[config.mk]
export PLATFORM = sky130hd
export DESIGN_NAME = regfile_write_arbiter_flat
export DESIGN_NICKNAME = d
export VERILOG_FILES = /design/src/rtl/regfile_write_arbiter_if.sv /design/src/rtl/regfile_write_arbiter.sv /design/src/flat_wrapper.sv
export SDC_FILE = /design/constraint.sdc
export NUM_CORES = 1
export LEC_CHECK = 0
export BUFFER_PORTS_ARGS = -buffer_cell sky130_fd_sc_hd__buf_4
export CORE_ASPECT_RATIO = 0.8
export CORE_MARGIN = 2
export CORE_UTILIZATION = 46
export CTS_BUF_LIST = sky130_fd_sc_hd__clkbuf_4 sky130_fd_sc_hd__clkbuf_8 sky130_fd_sc_hd__clkbuf_16
export DETAILED_ROUTE_END_ITERATION = 12
export PLACE_DENSITY = 0.87
export SYNTH_ARGS = -nofsm -noshare
export SYNTH_HDL_FRONTEND = slang
export SYNTH_SLANG_ARGS = --single-unit
[constraint.sdc]
create_clock -name clock -period 9.8 [get_ports clock]
set_input_delay 0.98 -clock clock [delete_from_list [all_inputs] [get_ports clock]]
set_output_delay 0.98 -clock clock [all_outputs]
set_load 0.05 [all_outputs]
[src/rtl/regfile_write_arbiter_if.sv]
// Writeback request bus shared by NUM_REQ requesters and the write-port arbiter.
// Handshake: requester i holds req_valid[i] and its payload stable until granted; a
// transfer happens on a clock edge where req_valid[i] & req_ready[i]; req_ready may
// depend on req_valid, never the other way round.
interface regfile_write_arbiter_if #(
  parameter int NUM_REQ = 3,
  parameter int DATA_W  = 32,
  parameter int ADDR_W  = 5
);
  logic [NUM_REQ-1:0]        req_valid;
  logic [NUM_REQ*ADDR_W-1:0] req_addr;
  logic [NUM_REQ*DATA_W-1:0] req_data;
  logic [NUM_REQ-1:0]        req_ready;
  logic                      hold;

  modport master (
    output req_valid, req_addr, req_data, hold,
    input  req_ready
  );

  modport slave (
    input  req_valid, req_addr, req_data, hold,
    output req_ready
  );
endinterface

[src/rtl/regfile_write_arbiter.sv]
// Round-robin arbiter for the register file's single write port, with a one-cycle
// registered write stage and read-port forwarding of the staged write.
module regfile_write_arbiter #(
  parameter int NUM_REQ = 3,
  parameter int DATA_W  = 32,
  parameter int ADDR_W  = 5
) (
  input  logic                 clock,
  input  logic                 reset_n,
  regfile_write_arbiter_if.slave req_if,
  input  logic [ADDR_W-1:0]    rd_addr_1,
  input  logic [ADDR_W-1:0]    rd_addr_2,
  output logic                 rf_we,
  output logic [ADDR_W-1:0]    rf_waddr,
  output logic [DATA_W-1:0]    rf_wdata,
  output logic                 fwd_hit_1,
  output logic                 fwd_hit_2,
  output logic [DATA_W-1:0]    fwd_data_1,
  output logic [DATA_W-1:0]    fwd_data_2,
  output logic [7:0]           drop_count
);
  localparam int PTR_W = $clog2(NUM_REQ);

  logic [PTR_W-1:0]  rr_ptr_q, rr_ptr_d;
  logic              rf_we_q, rf_we_d;
  logic [ADDR_W-1:0] rf_waddr_q, rf_waddr_d;
  logic [DATA_W-1:0] rf_wdata_q, rf_wdata_d;
  logic [7:0]        drop_count_q, drop_count_d;

  logic [NUM_REQ-1:0] valid_eff;
  logic [NUM_REQ-1:0] grant;
  logic               found;
  logic [PTR_W-1:0]   grant_idx;
  logic [ADDR_W-1:0]  grant_addr;
  logic [DATA_W-1:0]  grant_data;
  int                 idx;

  // Grants are suppressed while held or while reset is asserted.
  assign valid_eff = req_if.req_valid & {NUM_REQ{~req_if.hold & reset_n}};

  always_comb begin
    grant     = '0;
    found     = 1'b0;
    grant_idx = '0;
    idx       = 0;
    for (int k = 0; k < NUM_REQ; k++) begin
      idx = int'(rr_ptr_q) + k;
      if (idx >= NUM_REQ) idx = idx - NUM_REQ;
      if (!found && valid_eff[idx]) begin
        found      = 1'b1;
        grant_idx  = PTR_W'(idx);
        grant[idx] = 1'b1;
      end
    end
  end

  assign grant_addr = req_if.req_addr[grant_idx*ADDR_W +: ADDR_W];
  assign grant_data = req_if.req_data[grant_idx*DATA_W +: DATA_W];

  always_comb begin
    rr_ptr_d     = rr_ptr_q;
    rf_we_d      = 1'b0;
    rf_waddr_d   = rf_waddr_q;
    rf_wdata_d   = rf_wdata_q;
    drop_count_d = drop_count_q;
    if (found) begin
      rr_ptr_d = (grant_idx == PTR_W'(NUM_REQ - 1)) ? '0 : grant_idx + 1'b1;
      // Writes to register 0 complete the handshake but never reach the file.
      if (grant_addr != '0) begin
        rf_we_d    = 1'b1;
        rf_waddr_d = grant_addr;
        rf_wdata_d = grant_data;
      end else if (drop_count_q != 8'hFF) begin
        drop_count_d = drop_count_q + 8'd1;
      end
    end
  end

  always_ff @(posedge clock or negedge reset_n) begin
    if (!reset_n) begin
      rr_ptr_q     <= '0;
      rf_we_q      <= 1'b0;
      rf_waddr_q   <= '0;
      rf_wdata_q   <= '0;
      drop_count_q <= '0;
    end else begin
      rr_ptr_q     <= rr_ptr_d;
      rf_we_q      <= rf_we_d;
      rf_waddr_q   <= rf_waddr_d;
      rf_wdata_q   <= rf_wdata_d;
      drop_count_q <= drop_count_d;
    end
  end

  assign req_if.req_ready = grant;
  assign rf_we      = rf_we_q;
  assign rf_waddr   = rf_waddr_q;
  assign rf_wdata   = rf_wdata_q;
  assign drop_count = drop_count_q;

  assign fwd_hit_1  = rf_we_q && (rd_addr_1 == rf_waddr_q) && (rd_addr_1 != '0);
  assign fwd_hit_2  = rf_we_q && (rd_addr_2 == rf_waddr_q) && (rd_addr_2 != '0);
  assign fwd_data_1 = fwd_hit_1 ? rf_wdata_q : '0;
  assign fwd_data_2 = fwd_hit_2 ? rf_wdata_q : '0;
endmodule
[src/flat_wrapper.sv]
// flat-port wrapper written by rule: the top's interface ports become plain ports
module regfile_write_arbiter_flat 
#(
  parameter int NUM_REQ = 3,
  parameter int DATA_W  = 32,
  parameter int ADDR_W  = 5
)
  (clock, reset_n, rd_addr_1, rd_addr_2, rf_we, rf_waddr, rf_wdata, fwd_hit_1, fwd_hit_2, fwd_data_1, fwd_data_2, drop_count, req_if_req_valid, req_if_req_addr, req_if_req_data, req_if_hold, req_if_req_ready);
  regfile_write_arbiter_if #(.NUM_REQ(NUM_REQ), .DATA_W(DATA_W), .ADDR_W(ADDR_W)) req_if_i ();
  input  logic clock;
  input  logic reset_n;
  input  logic [ADDR_W-1:0] rd_addr_1;
  input  logic [ADDR_W-1:0] rd_addr_2;
  output logic rf_we;
  output logic [ADDR_W-1:0] rf_waddr;
  output logic [DATA_W-1:0] rf_wdata;
  output logic fwd_hit_1;
  output logic fwd_hit_2;
  output logic [DATA_W-1:0] fwd_data_1;
  output logic [DATA_W-1:0] fwd_data_2;
  output logic [7:0] drop_count;
  input wire logic [$bits(req_if_i.req_valid)-1:0] req_if_req_valid;
  input wire logic [$bits(req_if_i.req_addr)-1:0] req_if_req_addr;
  input wire logic [$bits(req_if_i.req_data)-1:0] req_if_req_data;
  input wire logic [$bits(req_if_i.hold)-1:0] req_if_hold;
  output wire logic [$bits(req_if_i.req_ready)-1:0] req_if_req_ready;
  assign req_if_i.req_valid = req_if_req_valid;
  assign req_if_i.req_addr = req_if_req_addr;
  assign req_if_i.req_data = req_if_req_data;
  assign req_if_i.hold = req_if_hold;
  assign req_if_req_ready = req_if_i.req_ready;
  regfile_write_arbiter #(.NUM_REQ(NUM_REQ), .DATA_W(DATA_W), .ADDR_W(ADDR_W)) u_core (.clock(clock), .reset_n(reset_n), .req_if(req_if_i), .rd_addr_1(rd_addr_1), .rd_addr_2(rd_addr_2), .rf_we(rf_we), .rf_waddr(rf_waddr), .rf_wdata(rf_wdata), .fwd_hit_1(fwd_hit_1), .fwd_hit_2(fwd_hit_2), .fwd_data_1(fwd_data_1), .fwd_data_2(fwd_data_2), .drop_count(drop_count));
endmodule
# --- After elaboration in Yosys (flattened, before gate mapping) ---
# Cells that the tools add are included.
word_totals:
  ff_bits: 48
  latchBits: 0
  ram_bits: 0
  mem_bits_ro: 0
  inputBits: 127
  output_inout_bits: 115
  word_cells: 82
  n_memories: 0
classes:
  n_addsub: 7
  mul: 1
  n_div: 0
  magnitude_cmp: 9
  n_eq_ne: 4
  shifts: 2
  mux: 32
  n_bitwise: 6
  n_reduce_logical: 16
op_table:
  columns: ["operator", "n"]
  rows:
  - ["$mux 32", 5]
  - ["$ge 32x1->1 const B", 3]
  - ["$lt 32x4->1 const B", 3]
  - ["$shiftx 96x8->32", 1]
  - ["$ge 32x3->1 const B", 2]
  - ["$sub 32x3->32 const B", 2]
  - ["$reduce_bool 5->1", 3]
  - ["$shiftx 15x6->5", 1]
  - ["$mux 1", 14]
  - ["$eq 5x5->1", 2]
  - ["$logic_and 1x1->1", 9]
  - ["$mux 3", 3]
  - ["$add 8x1->8 const B", 1]
  - ["$mux 2", 4]
  - ["$ne 8x8->1 const B", 1]
  - ["$bmux 1 s2", 3]
  - ["$demux 1 s2", 3]
  - ["$or 3x3->3", 2]
  - ["$mul 2x3->5 const B", 1]
  - ["$add 2x1->3 const B", 1]
  - ["$add 2x2->3 const B", 1]
  - ["$and 3x3->3", 1]
  - ["$reduce_and 3->1", 1]
  - ["$sub 2x2->3 const B", 1]
  - ["other kinds (7)", 9]

# --- Depth between registers and ports, before layout ---
# Gate-level depths: netlist of the first run.
logic_depth:
  ltp_word: 18
  ltp_mapped: 15
  ltp_nobuf: 11

# --- Worst setup path after synthesis of the first run ---
# OpenSTA, ideal clock, no wires.
synth_path:
  path_type: "input to output"
  startpoint: "input rd_addr_2[2]"
  endpoint: "output fwd_data_2[22]"
  arrival_time_ps: 2737
  required_time_ps: 8820
  path_slack_ps: 6083
  cell_stages: 6
  n_path_buf: 1
  cell_sequence: "xor2_1 > nor3_1 > nand3_1 > nor2_1 > clkbuf_1 > and2_1"
synth_via:
  elab_chain_cells: 4
  word_cells_on_any_way: 5
  classes_between: "1 x eq/ne; 1 x mux; 3 x reduce/logical"
synth_lines:
  columns: ["item", "line_no", "text"]
  rows:
  - ["start: declaration", "flat_wrapper.sv:13", "input logic [ADDR_W-1:0] rd_addr_2;"]
  - ["$eq 5x5->1", "regfile_write_arbiter.sv:102", "assign fwd_hit_2 = rf_we_q && (rd_addr_2 == rf_waddr_q) && (rd_addr_2 != '0);"]
  - ["$logic_and 1x1->1", "regfile_write_arbiter.sv:102", null]
  - ["$logic_and 1x1->1 (*)", "regfile_write_arbiter.sv:102", null]
  - ["net fwd_hit_2", "flat_wrapper.sv:18", "output logic fwd_hit_2;"]
  - ["$mux 32 (*)", "regfile_write_arbiter.sv:104", "assign fwd_data_2 = fwd_hit_2 ? rf_wdata_q : '0;"]
  - ["end: declaration", "flat_wrapper.sv:20", "output logic [DATA_W-1:0] fwd_data_2;"]
# The timed path passes the listed nets; every way through them passes the cells marked *.

# --- Worst setup path in the final report of the first run ---
layout_path:
  startpoint: "input reset_n"
  endpoint: "register u_core.rf_wdata_q[12], in the netlist u_core.rf_wdata[12]"
layout_via:
  elab_chain_cells: 16
  word_cells_on_any_way: 26
  classes_between: "1 x mul; 2 x shift; 15 x mux; 2 x bitwise; 6 x reduce/logical"
layout_lines:
  columns: ["item", "line_no", "text"]
  rows:
  - ["start: declaration", "flat_wrapper.sv:11", "input logic reset_n;"]
  - ["$and 1x1->1 (*)", "regfile_write_arbiter.sv:39", "assign valid_eff = req_if.req_valid & {NUM_REQ{~req_if.hold & reset_n}};"]
  - ["$and 3x3->3 (*)", "regfile_write_arbiter.sv:39", null]
  - ["$bmux 1 s2", "regfile_write_arbiter.sv:49", "if (!found && valid_eff[idx]) begin"]
  - ["$mux 1 (not written as such) (2 in series)", "regfile_write_arbiter.sv:49", null]
  - ["$mux 1", "regfile_write_arbiter.sv:49", null]
  - ["$logic_not 1->1", "regfile_write_arbiter.sv:49", null]
  - ["$logic_and 1x1->1", "regfile_write_arbiter.sv:49", null]
  - ["$mux 1", "regfile_write_arbiter.sv:49", null]
  - ["$logic_not 1->1", "regfile_write_arbiter.sv:49", null]
  - ["$logic_and 1x1->1", "regfile_write_arbiter.sv:49", null]
  - ["$mux 2", "regfile_write_arbiter.sv:49", null]
  - ["$mul 2x3->5", "regfile_write_arbiter.sv:57", "assign grant_addr = req_if.req_addr[grant_idx*ADDR_W +: ADDR_W];"]
  - ["$shiftx 15x6->5", "regfile_write_arbiter.sv:57", null]
  - ["$reduce_bool 5->1", "regfile_write_arbiter.sv:69", "if (grant_addr != '0) begin"]
  - ["$reduce_and 2->1 (no line)", null, null]
  - ["end signal: assignment", "regfile_write_arbiter.sv:90", "rf_wdata_q <= rf_wdata_d;"]
  - ["end: declaration", "regfile_write_arbiter.sv:27", "logic [DATA_W-1:0] rf_wdata_q, rf_wdata_d;"]
# Every way passes the cells marked *; elsewhere a longest branch is shown, timed or not. The select of a mux whose other input is x is not followed.
# A chain may end at the register's enable or synchronous reset.

==> metrics.md, run 1 <==
| Metric | Value |
|---|---|
| CP Launch Type | `input port` |
| Syn Inst Count | `413` |
| IO Count | `between 200 and 250` |
| Initial Utilization | `a little under half` |
| Worst slew pin tran | `1.20 ns` |
| Synth unique cells | `46` |
| Yosys reg bits | `48` |
| Die Height | `approximately 84 um` |
| R2r setup slk | `roughly 5.8 ns` |
| Synth Area in Simple Gates | `between 20 and 25%` |
| Post-Place Cells | `738` |
| Synthesized Nets | `545` |
| Number of max-cap violations | `0` |
| Clock Latency Late Sink | `0.30 ns` |
| PortBufs | `about 240` |
| GRT Total Usage | `about a quarter` |
| Max Slew Vio Count | `0` |
| Compound-Gate Fraction of Synth Area | `a little under an eighth` |
| Remaining global-route overflow | `0` |
| Area delta synth->final | `52.7%` |
| R2R cell count | `11` |
| Setup crit end kind | `flip-flop` |
| Fin cells | `about 750` |
| Drt total wl | `11.6 mm` |
| Final worst-path cycle share | `43.5%` |
| CTS resizes | `0` |
| H-tree levels | `2` |
| Layout Nets | `769` |
| Fraction of synthesized cell area in xor and xnor cells | `roughly 3.6%` |
| Max frequency | `235 MHz` |
| Clock Skew | `between 0.005 and 0.006 ns` |
| Hold buffers post-CTS | `0` |
| R2R Path End | `u_core.rf_wdata[12]$_DFFE_PN0P_` |
| CP Data Arrival Time | `between 4 and 5 ns` |
| Req. time, crit path | `9.99 ns` |
| Crit path kind | `in2reg` |
| Asr flop ratio synth | `between 90% and 100%` |
| # fillers | `642` |
| Post-synth EDFFs | `0` |
| Placeable Area | `about 7800 sq um` |
| Root buf cell | `clkbuf_8` |
| Power Total | `1380 uW` |
| HP Class | `reg2reg` |
| Min-delay src | `u_core.drop_count[7]$_DFFE_PN0P_` |
| Slew headroom | `roughly a fifth` |
| CTS buffer count | `5` |
| Final antenna-violating net count | `0` |
| Fin. Hold Viols | `0` |
| FP Rows | `29` |
| DP HPWL | `9.07 mm` |
| Post-synthesis sequential area ratio | `about 33%` |
| Vias per cell | `around 5.2` |
| Avg Inst Size Synth | `roughly 8.9 sq um` |
| Syn Std Cell Area | `about 3700 sq um` |
| Mux contribution to synthesized area | `a little under a quarter` |
| Total clock sinks | `48` |
| GPL Wtd Cong | `between 0.8 and 0.9` |
| Fin Setup TNS | `0 ns` |
| Post-CTS Setup Repair Bufs | `0` |
| Number of DRC markers in iteration 0 | `213` |
| Diodes inserted | `0` |
| CTS tree | `done` |
| Number of antenna violations at the first check in global routing | `0` |
| Leak | `~0.0030 uW` |
| Post-Synth Adder-Cell Area | `~2.0%` |
| Final setup vio count | `0` |
| Largest net degree at the start of global routing | `67` |
| Final worst path period need | `4.26 ns` |
| DIE AREA | `a little under 9000 sq um` |
| Max Buffers Root-to-Sink | `2` |
| Chip width | `~100 um` |
| Worst VDD drop | `~0.00016 V` |
| Worst Hold End | `u_core.drop_count[7]$_DFFE_PN0P_` |
| Largest family of logic cells by synthesized area | `multiplexers` |
| RR Startpoint | `u_core.rr_ptr_q[0]$_DFFE_PN0P_` |
| Top_reg_cell synth | `dfrtp_1` |
| WL/cell | `~16 um` |
| DRT Pass-1 Iters | `6` |
| Clk slew on worst S/H paths | `~0.09 ns` |
| Pwr Density | `about 250 nW/um^2` |
| RSZ-0062 raised after global routing | `false` |
| Status | `completed` |
| Ratio of cells with drive above 1 in the final layout | `44.8%` |
| Number of global-route vias before repair | `between 3000 and 4000` |
| Via Count | `around 3900` |
| DRC | `0` |
| First-pass GRT wire length | `18.3 mm` |
| Syn. warnings | `0` |
| Hold depth | `1` |
| Worst-path maximum fanout | `51` |
routing by layer:
layer | vias to the layer above | track usage, % | routed length [um]
met4 | 0 | 4.05 | 64
met3 | 9 | 5.62 | 792
met5 | - | 0 | 0
li1 | 1864 | - | -
met1 | 1869 | 31.5 | 4720
met2 | 173 | 46.9 | 6030
kinds of logic after synthesis:
logic type | after synthesis
buffers and inverters | 38
flip-flops | 48
adder cells (fa/ha/maj) | 6
AO/OA/AOI/OAI | 70
multiplexers | 77
XOR/XNOR | 15
AND/OR/NAND/NOR | 159
area by class of cell:
cell class / count / area (sq um) / area share [%]
multi-input combinational: 327 / 2320 / 41.3
clock buffer: 6 / 82.6 / 1.47
sequential: 48 / 1200 / 21.3
clock inverter: 2 / 13.8 / 0.244
tap: 108 / 135 / 2.40
timing repair buffer: 244 / 1830 / 32.5
inverter: 11 / 41.3 / 0.733
worst max path at each step:
| stage | from | to | slack [ns] | cells after the start |
|---|---|---|---|---|
| 2_1_floorplan | rd_addr_2[2] | fwd_data_2[22] | 6.08 | 6 |
| 3_3_place_gp | reset_n | u_core.rf_wdata[31]$_DFFE_PN0P_ | 5.32 | 10 |
| 3_5_place_dp | reset_n | u_core.rf_wdata[2]$_DFFE_PN0P_ | 5.21 | 10 |
| 4_1_cts | reset_n | u_core.rf_wdata[12]$_DFFE_PN0P_ | 5.52 | 10 |
| 5_1_grt | reset_n | u_core.rf_wdata[12]$_DFFE_PN0P_ | 5.18 | 10 |
| 6_report | reset_n | u_core.rf_wdata[12]$_DFFE_PN0P_ | 5.54 | 10 |
Yosys cell counts (10+ instances only):
cell type | instances | share of area, %
nor3_1 | 11 | 1.5
inv_1 | 10 | 1.0
mux2i_1 | 39 | 11
clkbuf_1 | 14 | 1.4
o21ai_0 | 38 | 5.2
mux2_2 | 22 | 6.7
mux2_1 | 14 | 4.3
nand2_1 | 50 | 5.1
nor2_1 | 12 | 1.2
dfrtp_1 | 48 | 33
and2_1 | 65 | 11
report_power, final:
| group | switching (uW) | internal [uW] |
|---|---|---|
| Clock | 68.2 | 57.8 |
| Sequential | 99.2 | 284 |
| Combinational | 563 | 311 |
cells in the final DEF, fill, tap and decap left out, types with 6 or more instances in the layout:
cell type and n:
buf_4 244, and2_1 65, nand2_1 49, dfrtp_1 48, mux2i_1 39, o21ai_0 38
mux2_2 22, mux2_1 14, nor2_1 11, nor3_1 10, inv_1 10, nand3_1 8
a21oi_1 8, xor2_1 8, xnor2_1 7, clkbuf_8 6
critical path, cell delays in order:
cell and delay, ns:
buf_4 0.49, or3b_1 0.45, a2111oi_2 0.29, a211oi_1 0.14, o21ai_4 0.16, mux2_2 0.39, a221oi_2 0.23, nand3_1 0.17
nand2_2 0.67, mux2_2 0.42
through the flow:
stage                     util [%]  area, sq um  hold WS [ns]  setup slack [ns]
final                         71.8         5630         0.505              5.54
after global placement        70.6         5530         0.493              5.32
after global routing          71.8         5630         0.534              5.18
after CTS                     71.8         5630         0.508              5.52
after floorplan                  -         3690         0.565              6.08
after detailed placement      70.6         5530         0.495              5.21
registers in the layout, summed over array words and instances, names as in the netlist:
signal,cells
u_core.drop_count,8
u_core.rf_wdata,32
u_core.rr_ptr_q,2
u_core.rf_we,1
u_core.rf_waddr,5
(Power assumes the default switching activity.)
==> run 2: changes to the inputs <==
--- a/config.mk
+++ b/config.mk
@@ -5,13 +5,14 @@
 export SDC_FILE = /design/constraint.sdc
 export NUM_CORES = 1
 export LEC_CHECK = 0
+export ABC_AREA = 1
 export BUFFER_PORTS_ARGS = -buffer_cell sky130_fd_sc_hd__buf_4
 export CORE_ASPECT_RATIO = 0.8
 export CORE_MARGIN = 2
-export CORE_UTILIZATION = 46
+export CORE_UTILIZATION = 43
 export CTS_BUF_LIST = sky130_fd_sc_hd__clkbuf_4 sky130_fd_sc_hd__clkbuf_8 sky130_fd_sc_hd__clkbuf_16
 export DETAILED_ROUTE_END_ITERATION = 12
-export PLACE_DENSITY = 0.87
+export PLACE_DENSITY = 0.81
 export SYNTH_ARGS = -nofsm -noshare
 export SYNTH_HDL_FRONTEND = slang
 export SYNTH_SLANG_ARGS = --single-unit
==> constraint.sdc (replaced) <==
create_clock -name clock -period 4.16 [get_ports clock]
set_input_delay 0.416 -clock clock [delete_from_list [all_inputs] [get_ports clock]]
set_output_delay 0.416 -clock clock [all_outputs]
set_load 0.05 [all_outputs]
==> run 2 against run 1 <==
  * Sequential power is 150% higher
  * Synthesized cell count up 43%
  * Die area up 9.0%
  * Register-to-register slack lost 5.1 ns
  * Clock skew decreased by 0.00065 ns
  * Wire length increased by 16%
  * First-iteration DRC count is 47% higher
==> metrics.md, run 2 <==
| Metric | Value |
|---|---|
| IO Count | `242 (unchanged)` |
| Req. time, crit path | `4.39 ns (was 9.99 ns)` |
| Setup crit end kind | `flip-flop (unchanged)` |
| Asr flop ratio synth | `100% (unchanged)` |
| Ratio of cells with drive above 1 in the final layout | `35.4% (was 44.8%)` |
| Syn. warnings | `0 (unchanged)` |
| Syn Inst Count | `591 (was 413)` |
| FP Rows | `30 (was 29)` |
| Placeable Area | `8480 sq um (was 7840 sq um)` |
| Final setup vio count | `0 (unchanged)` |
| Worst-path maximum fanout | `38 (was 51)` |
| Max frequency | `~280 MHz` |
| Die Height | `87.7 um (was 84.1 um)` |
| Chip width | `109 um (was 104 um)` |
| First-pass GRT wire length | `20.1 mm (was 18.3 mm)` |
| Worst VDD drop | `0.000553 V (was 0.000163 V)` |
| Top_reg_cell synth | `dfrtp_1 (unchanged)` |
| Commonest cells after routing, fill and taps aside | `buf_4, nand2_1, nor2_1, o21ai_0, nand3_1 (was buf_4, and2_1, nand2_1, dfrtp_1, mux2i_1)` |
| Largest register FFs | `32 (unchanged)` |
| Clock Skew | `0.00464 ns (was 0.00529 ns)` |
| Root buf cell | `clkbuf_8 (unchanged)` |
| Pwr Density | `869 nW/um^2 (was 246 nW/um^2)` |
| Mux contribution to synthesized area | `0% (was 22.6%)` |
| Post-synth EDFFs | `0 (unchanged)` |
| Post-Synth Adder-Cell Area | `1.66% (was 1.97%)` |
| Top cells by area, synth | `dfrtp_1, nand2_1, nor2_1 (was dfrtp_1, and2_1, mux2i_1)` |
| Post-synthesis sequential area ratio | `31.9% (was 32.6%)` |
| Crit path kind | `reg2reg (was in2reg)` |
| HP Class | `in2async (was reg2reg)` |
| Fin cells | `925 (was 746)` |
| Synth Area in Simple Gates | `40.9% (was 22.5%)` |
| Max Buffers Root-to-Sink | `2 (unchanged)` |
| Number of DRC markers in iteration 0 | `314 (was 213)` |
| Clock Latency Late Sink | `0.30 ns (about the same)` |
| Syn Std Cell Area | `3770 sq um (was 3690 sq um)` |
| DP HPWL | `10.3 mm (was 9.07 mm)` |
| # fillers | `723 (was 642)` |
| Final antenna-violating net count | `0 (unchanged)` |
| GRT Total Usage | `26.2% (was 25.6%)` |
| Largest net degree at the start of global routing | `49 (was 67)` |
| Synth unique cells | `34 (was 46)` |
| Worst slew pin tran | `1.08 ns (was 1.20 ns)` |
| Leading cell type in the layout, fill and taps excluded | `buf_4 (unchanged)` |
| Remaining global-route overflow | `0 (unchanged)` |
| Leak | `0.00315 uW (was 0.00299 uW)` |
| Commonest cells post-synth | `nand2_1, nor2_1, o21ai_0 (was and2_1, nand2_1, dfrtp_1)` |
| CTS buffer count | `5 (unchanged)` |
| CTS tree | `done (unchanged)` |
| Status | `completed (unchanged)` |
| Initial Utilization | `44.4% (was 47.0%)` |
| Final worst-path cycle share | `between 80% and 90%` |
| Number of antenna violations at the first check in global routing | `0 (unchanged)` |
| Number of global-route vias before repair | `4178 (was 3747)` |
| Post-Place Cells | `917 (was 738)` |
| Vias per cell | `5.14 (was 5.25)` |
| Yosys reg bits | `48 (unchanged)` |
| Fin. Hold Viols | `0 (unchanged)` |
| DIE AREA | `9530 sq um (was 8750 sq um)` |
| CP Data Arrival Time | `3.78 ns (was 4.44 ns)` |
| Number of max-cap violations | `0 (unchanged)` |
| Largest area contributor in the netlist | `dfrtp_1 (unchanged)` |
| Post-synth top area share | `31.9% (was 32.6%)` |
| Area delta synth->final | `51.4% (was 52.7%)` |
| Via Count | `4751 (was 3915)` |
| DRC | `0 (unchanged)` |
| Compound-Gate Fraction of Synth Area | `12.9% (was 11.6%)` |
| PortBufs | `241 (unchanged)` |
| Avg Inst Size Synth | `6.38 sq um (was 8.93 sq um)` |
| Diodes inserted | `0 (unchanged)` |
| GPL Wtd Cong | `0.949 (was 0.847)` |
| Largest family of logic cells by synthesized area | `simple AND/OR/NAND/NOR gates (was multiplexers)` |
| DRT Pass-1 Iters | `7 (was 6)` |
| Total clock sinks | `48 (unchanged)` |
| Fin Setup TNS | `0 ns (unchanged)` |
| Synthesized Nets | `723 (was 545)` |
| Layout Nets | `944 (was 769)` |
| Drt total wl | `13.4 mm (was 11.6 mm)` |
| Clk slew on worst S/H paths | `0.08 ns (was 0.09 ns)` |
| CP Launch Type | `flip-flop (was input port)` |
| Final worst path period need | `between 3 and 4 ns` |
| RSZ-0062 raised after global routing | `false (unchanged)` |
| H-tree levels | `2 (unchanged)` |
| Slew headroom | `28.2% (was 19.8%)` |
| Post-CTS Setup Repair Bufs | `0 (unchanged)` |
| Fraction of synthesized cell area in xor and xnor cells | `2.32% (was 3.56%)` |
| WL/cell | `14.5 um (was 15.6 um)` |
| Max Slew Vio Count | `0 (unchanged)` |
| Most numerous cell in the Yosys netlist | `nand2_1 (was and2_1)` |
run 2: cell count changes in the layout (fill, tap and decap cells not counted), moves of 7 or more:
cell and delta:
inv_1 +41, o21ai_0 +29, nor2_1 +92, nand2_1 +102
mux2i_1 -39, mux2_1 -14, nor3_1 -7, and2_1 -65
nand4_1 +14, mux2_2 -22, nand3_1 +48
run 2: cell type report:
cell class | instances | area, sq um | area share, %
multi-input combinational | 452 | 2180 | 38.2
timing repair buffer | 246 | 1850 | 32.4
sequential | 48 | 1200 | 21.1
inverter | 59 | 224 | 3.93
tap | 112 | 140 | 2.46
clock buffer | 6 | 76.3 | 1.34
clock inverter | 2 | 35.0 | 0.614
run 2: through the flow:
| stage | power (uW) | hold slack (ns) | instance area [sq um] | util [%] | worst slack (ns) |
|---|---|---|---|---|---|
| after global placement | 4500 | 0.479 | 5590 | 65.9 | 0.715 |
| after global routing | 5350 | 0.315 | 5710 | 67.3 | 0.245 |
| after CTS | 4960 | 0.297 | 5700 | 67.2 | 0.408 |
| final | 4960 | 0.275 | 5710 | 67.3 | 0.616 |
| after detailed placement | 4620 | 0.490 | 5590 | 65.9 | 0.427 |
| after floorplan | 3680 | 0.120 | 3770 | - | 0.801 |
run 2: routing by layer:
layer / vias to the layer above / GRT usage (%) / share of wire, %
met5: - / 0 / 0
met4: 0 / 5.83 / 1.2
met3: 17 / 4.46 / 8.1
met2: 216 / 47.0 / 50
met1: 2183 / 33.3 / 41
li1: 2335 / - / -
run 2: final timing paths:
kind,startpoint,end,slack [ns],cells after the start
setup reg to reg,u_core.rr_ptr_q[1]$_DFFE_PN0P_,u_core.rf_wdata[30]$_DFFE_PN0P_,0.62,16
hold reg to reg,u_core.rf_wdata[31]$_DFFE_PN0P_,u_core.rf_wdata[31]$_DFFE_PN0P_,0.51,2
min in group clock,req_if_req_data[42],u_core.rf_wdata[10]$_DFFE_PN0P_,0.46,5
setup / recovery,u_core.rr_ptr_q[1]$_DFFE_PN0P_,u_core.rf_wdata[30]$_DFFE_PN0P_,0.62,16
hold / removal,reset_n,u_core.rr_ptr_q[1]$_DFFE_PN0P_,0.28,2
max in group asynchronous,reset_n,u_core.rf_waddr[1]$_DFFE_PN0P_,3.47,2
run 2: repair_timing:
item | CTS | global route
gates resized for setup | 0 | 1
setup endpoints to repair | 0 | 1
hold buffers | 0 | 0
run 2: cells by family (layout without fill, tap and decap cells):
family,count (synthesis),after routing
buffers and inverters,91,313
AOI/OAI and AO/OA,86,86
DFF,48,48
adders and majority gates,5,5
xor gates and xnor gates,10,10
and+or+nand+nor,351,351
run 2: power breakdown:
part | internal (uW) | switching (uW)
Combinational | 1080 | 2610
Clock | 185 | 149
Sequential | 709 | 230
run 2: worst max-delay path, cell delays in order (launching register included):
cell and delay (ns):
dfrtp_1 0.41, inv_1 0.10, ha_1 0.26, inv_2 0.10, nand3_1 0.10, nand3_1 0.08
nand2_1 0.33, nand4_2 0.28, nand2_4 0.39, inv_4 0.12, a21oi_2 0.18, nand2_1 0.13
nor2_4 0.13, nand2_4 0.24, nand2_4 0.41, nand2_1 0.11, nand2_1 0.09
==> run 3: changes to the inputs <==
--- a/config.mk
+++ b/config.mk
@@ -6,13 +6,15 @@
 export NUM_CORES = 1
 export LEC_CHECK = 0
 export ABC_AREA = 1
-export BUFFER_PORTS_ARGS = -buffer_cell sky130_fd_sc_hd__buf_4
+export BUFFER_PORTS_ARGS = -buffer_cell sky130_fd_sc_hd__buf_2
 export CORE_ASPECT_RATIO = 0.8
 export CORE_MARGIN = 2
 export CORE_UTILIZATION = 43
 export CTS_BUF_LIST = sky130_fd_sc_hd__clkbuf_4 sky130_fd_sc_hd__clkbuf_8 sky130_fd_sc_hd__clkbuf_16
+export CTS_CLUSTER_DIAMETER = 50
 export DETAILED_ROUTE_END_ITERATION = 12
 export PLACE_DENSITY = 0.81
+export SKIP_LAST_GASP = 1
 export SYNTH_ARGS = -nofsm -noshare
 export SYNTH_HDL_FRONTEND = slang
 export SYNTH_SLANG_ARGS = --single-unit
==> run 3 against run 2 <==
  * Sequential power down 3.0%
  * Core utilization is 7.1 points lower
  * Via count is 0.44% lower
  * Register-to-register slack worse by 0.13 ns
  * Cell count is 0.11% higher
  * Clock skew is 0.0049 ns higher
  * Count of clock-buffer cells in the layout is the same
  * Clock power hardly changed
  * Highest routed layer unchanged
==> metrics.md, run 3 (synthesized netlist as in run 2, its figures left out) <==
| Metric | Value |
|---|---|
| Vias per cell | `5.11 (was 5.14)` |
| Worst-path maximum fanout | `38 (unchanged)` |
| RSZ-0062 raised after global routing | `false (unchanged)` |
| PnR worst setup slack | `0.483 ns (was 0.616 ns)` |
| Root buf cell | `clkbuf_8 (unchanged)` |
| Final hold slack | `0.227 ns (was 0.275 ns)` |
| Pwr Density | `929 nW/um^2 (was 869 nW/um^2)` |
| Leak | `0.00303 uW (was 0.00315 uW)` |
| HP Class | `in2async (unchanged)` |
| Number of global-route vias before repair | `4281 (was 4178)` |
| Remaining global-route overflow | `0 (unchanged)` |
| Worst slew pin tran | `1.04 ns (was 1.08 ns)` |
| Cell Int Power | `1790 uW (was 1970 uW)` |
| FP Rows | `30 (unchanged)` |
| Leading cell type in the layout, fill and taps excluded | `buf_2 (was buf_4)` |
| Via Count | `4730 (was 4751)` |
| H-tree levels | `2 (unchanged)` |
| PortBufs | `241 (unchanged)` |
| CTS buffer count | `5 (unchanged)` |
| DP HPWL | `9.71 mm (was 10.3 mm)` |
| Place WS | `0.518 ns (was 0.427 ns)` |
| Number of DRC markers in iteration 0 | `330 (was 314)` |
| R2r setup slk | `0.48 ns (was 0.62 ns)` |
| Post-Place Cells | `918 (was 917)` |
| Clock Skew | `0.00951 ns (was 0.00464 ns)` |
| CTS tree | `done (unchanged)` |
| Comb power frac | `73.8% (was 74.3%)` |
| CP Launch Type | `flip-flop (unchanged)` |
| Layout Nets | `945 (was 944)` |
| CTS resizes | `0 (unchanged)` |
| Fin cells | `926 (was 925)` |
| Critical Path Slowest Stage Cell | `nand2_2 (was dfrtp_1)` |
| Largest register FFs | `32 (unchanged)` |
| Slew headroom | `30.6% (was 28.2%)` |
| Max Buffers Root-to-Sink | `2 (unchanged)` |
| RR Startpoint | `u_core.rr_ptr_q[1]$_DFFE_PN0P_ (unchanged)` |
| Critical-path cell list | `inv_1 -> ha_1 -> inv_2 -> nand3_1 -> nand3_1 -> nand2_1 -> nand4_2 -> nand2_4 -> buf_4 -> nand2_1 -> nand2_2 -> nor2_4 -> nand2_4 -> nand2_2 -> nand2_1 -> nand2_1 (was inv_1 -> ha_1 -> inv_2 -> nand3_1 -> nand3_1 -> nand2_1 -> nand4_2 -> nand2_4 -> inv_4 -> a21oi_2 -> nand2_1 -> nor2_4 -> nand2_4 -> nand2_4 -> nand2_1 -> nand2_1)` |
| CP Data Arrival Time | `3.85 ns (was 3.78 ns)` |
| Crit path kind | `reg2reg (unchanged)` |
| DIE AREA | `9530 sq um (unchanged)` |
| Post-CTS Setup Repair Bufs | `0 (unchanged)` |
| Final setup vio count | `0 (unchanged)` |
| Fin. Hold Viols | `0 (unchanged)` |
| Placeable Area | `8480 sq um (unchanged)` |
| DP Area | `4990 sq um (was 5590 sq um)` |
| Largest net degree at the start of global routing | `50 (was 49)` |
| Setup crit end kind | `flip-flop (unchanged)` |
| Number of antenna violations at the first check in global routing | `0 (unchanged)` |
| Hold buffers post-CTS | `0 (unchanged)` |
| R2R cell count | `16 (unchanged)` |
| CP peak stage delay | `0.51 ns (was 0.41 ns)` |
| Number of max-cap violations | `0 (unchanged)` |
| DRC | `0 (unchanged)` |
| Ratio of cells with drive above 1 in the final layout | `35.5% (was 35.4%)` |
| Final worst-path cycle share | `88.4% (was 85.2%)` |
| Drt total wl | `12.8 mm (was 13.4 mm)` |
| Max Slew Vio Count | `0 (unchanged)` |
| WL/cell | `13.8 um (was 14.5 um)` |
| Commonest cells after routing, fill and taps aside | `buf_2, nand2_1, nor2_1, o21ai_0, nand3_1 (was buf_4, nand2_1, nor2_1, o21ai_0, nand3_1)` |
| Register share of total power | `19.2% (was 18.9%)` |
| Clock Latency Late Sink | `0.29 ns (was 0.30 ns)` |
| Worst VDD drop | `0.000600 V (was 0.000553 V)` |
| Fin Setup TNS | `0 ns (unchanged)` |
| GRT Total Usage | `25.5% (was 26.2%)` |
| Sw Ratio | `62.2% (was 60.2%)` |
| IO Count | `242 (unchanged)` |
| Max frequency | `272 MHz (was 282 MHz)` |
| Most used cell, CP | `nand2_1 (unchanged)` |
| First-pass GRT wire length | `19.6 mm (was 20.1 mm)` |
| Final antenna-violating net count | `0 (unchanged)` |
| Diodes inserted | `0 (unchanged)` |
| Req. time, crit path | `4.33 ns (was 4.39 ns)` |
| R2R Path End | `u_core.rf_wdata[9]$_DFFE_PN0P_ (was u_core.rf_wdata[30]$_DFFE_PN0P_)` |
| DRT Pass-1 Iters | `5 (was 7)` |
| Initial Utilization | `44.4% (unchanged)` |
| GPL Wtd Cong | `0.866 (was 0.949)` |
| Clk slew on worst S/H paths | `0.09 ns (was 0.08 ns)` |
| Status | `completed (unchanged)` |
| Area delta synth->final | `35.5% (was 51.4%)` |
| NetSw | `2950 uW (was 2990 uW)` |
| Total clock sinks | `48 (unchanged)` |
| Post-layout instance area | `5100 sq um (was 5710 sq um)` |
| Clock Power Share | `7.0% (was 6.7%)` |
| Die Height | `87.7 um (unchanged)` |
| Final worst path period need | `3.68 ns (was 3.54 ns)` |
| Chip width | `109 um (unchanged)` |
==> run 3: cell count changes in the layout (fill, tap and decap cells not counted), sizes merged <==
| cell | previous run | this run |
|---|---|---|
| buf | 246 | 247 |
==> run 3: worst max path at each step <==
stage / startpoint / endpoint / slack [ns]
after floorplan: u_core.rf_waddr[2]$_DFFE_PN0P_ / fwd_data_2[10] / 0.80
after global placement: u_core.rr_ptr_q[0]$_DFFE_PN0P_ / u_core.rf_waddr[0]$_DFFE_PN0P_ / 0.64
after detailed placement: u_core.rr_ptr_q[1]$_DFFE_PN0P_ / u_core.rf_wdata[9]$_DFFE_PN0P_ / 0.52
after CTS: u_core.rr_ptr_q[1]$_DFFE_PN0P_ / u_core.rf_wdata[9]$_DFFE_PN0P_ / 0.50
after global routing: u_core.rr_ptr_q[1]$_DFFE_PN0P_ / u_core.rf_wdata[9]$_DFFE_PN0P_ / 0.06
final: u_core.rr_ptr_q[1]$_DFFE_PN0P_ / u_core.rf_wdata[9]$_DFFE_PN0P_ / 0.48
==> run 3: area by class of cell <==
class / count / area, sq um
fill: 824 / 3380
multi-input combinational: 452 / 2180
timing repair buffer: 247 / 1250
sequential: 48 / 1200
inverter: 59 / 224
tap: 112 / 140
clock buffer: 6 / 76.3
clock inverter: 2 / 35.0
==> run 3: critical path, delay by kind of cell, from the launching register on <==
family	cells	cell delay, ns
and+or+nand+nor	12	2.33
DFF	1	0.41
buffers and inverters	3	0.54
adders and majority gates	1	0.24
==> run 3: stage by stage <==
| step | util [%] | total power [uW] |
|---|---|---|
| CTS | 60.2 | 4740 |
| global route | 60.2 | 5150 |
| detailed placement | 58.9 | 4400 |
| floorplan | - | 3680 |
| global placement | 58.9 | 4290 |
| finish | 60.2 | 4740 |
==> run 3: power groups by stage <==
stage | Clock (uW) | Sequential, uW | Combinational (uW)
after floorplan | 0 | 1560 | 2120
after global placement | 0 | 916 | 3370
after detailed placement | 0 | 919 | 3480
after CTS | 341 | 911 | 3490
after global routing | 359 | 940 | 3850
final | 333 | 911 | 3500
==> run 3: routing by layer <==
metal,track usage [%],vias to the layer above,wire [um]
li1,-,2336,-
met1,31.4,2160,5280
met2,47.6,224,6390
met3,3.94,10,1000
met4,5.01,0,99
met5,0,-,0
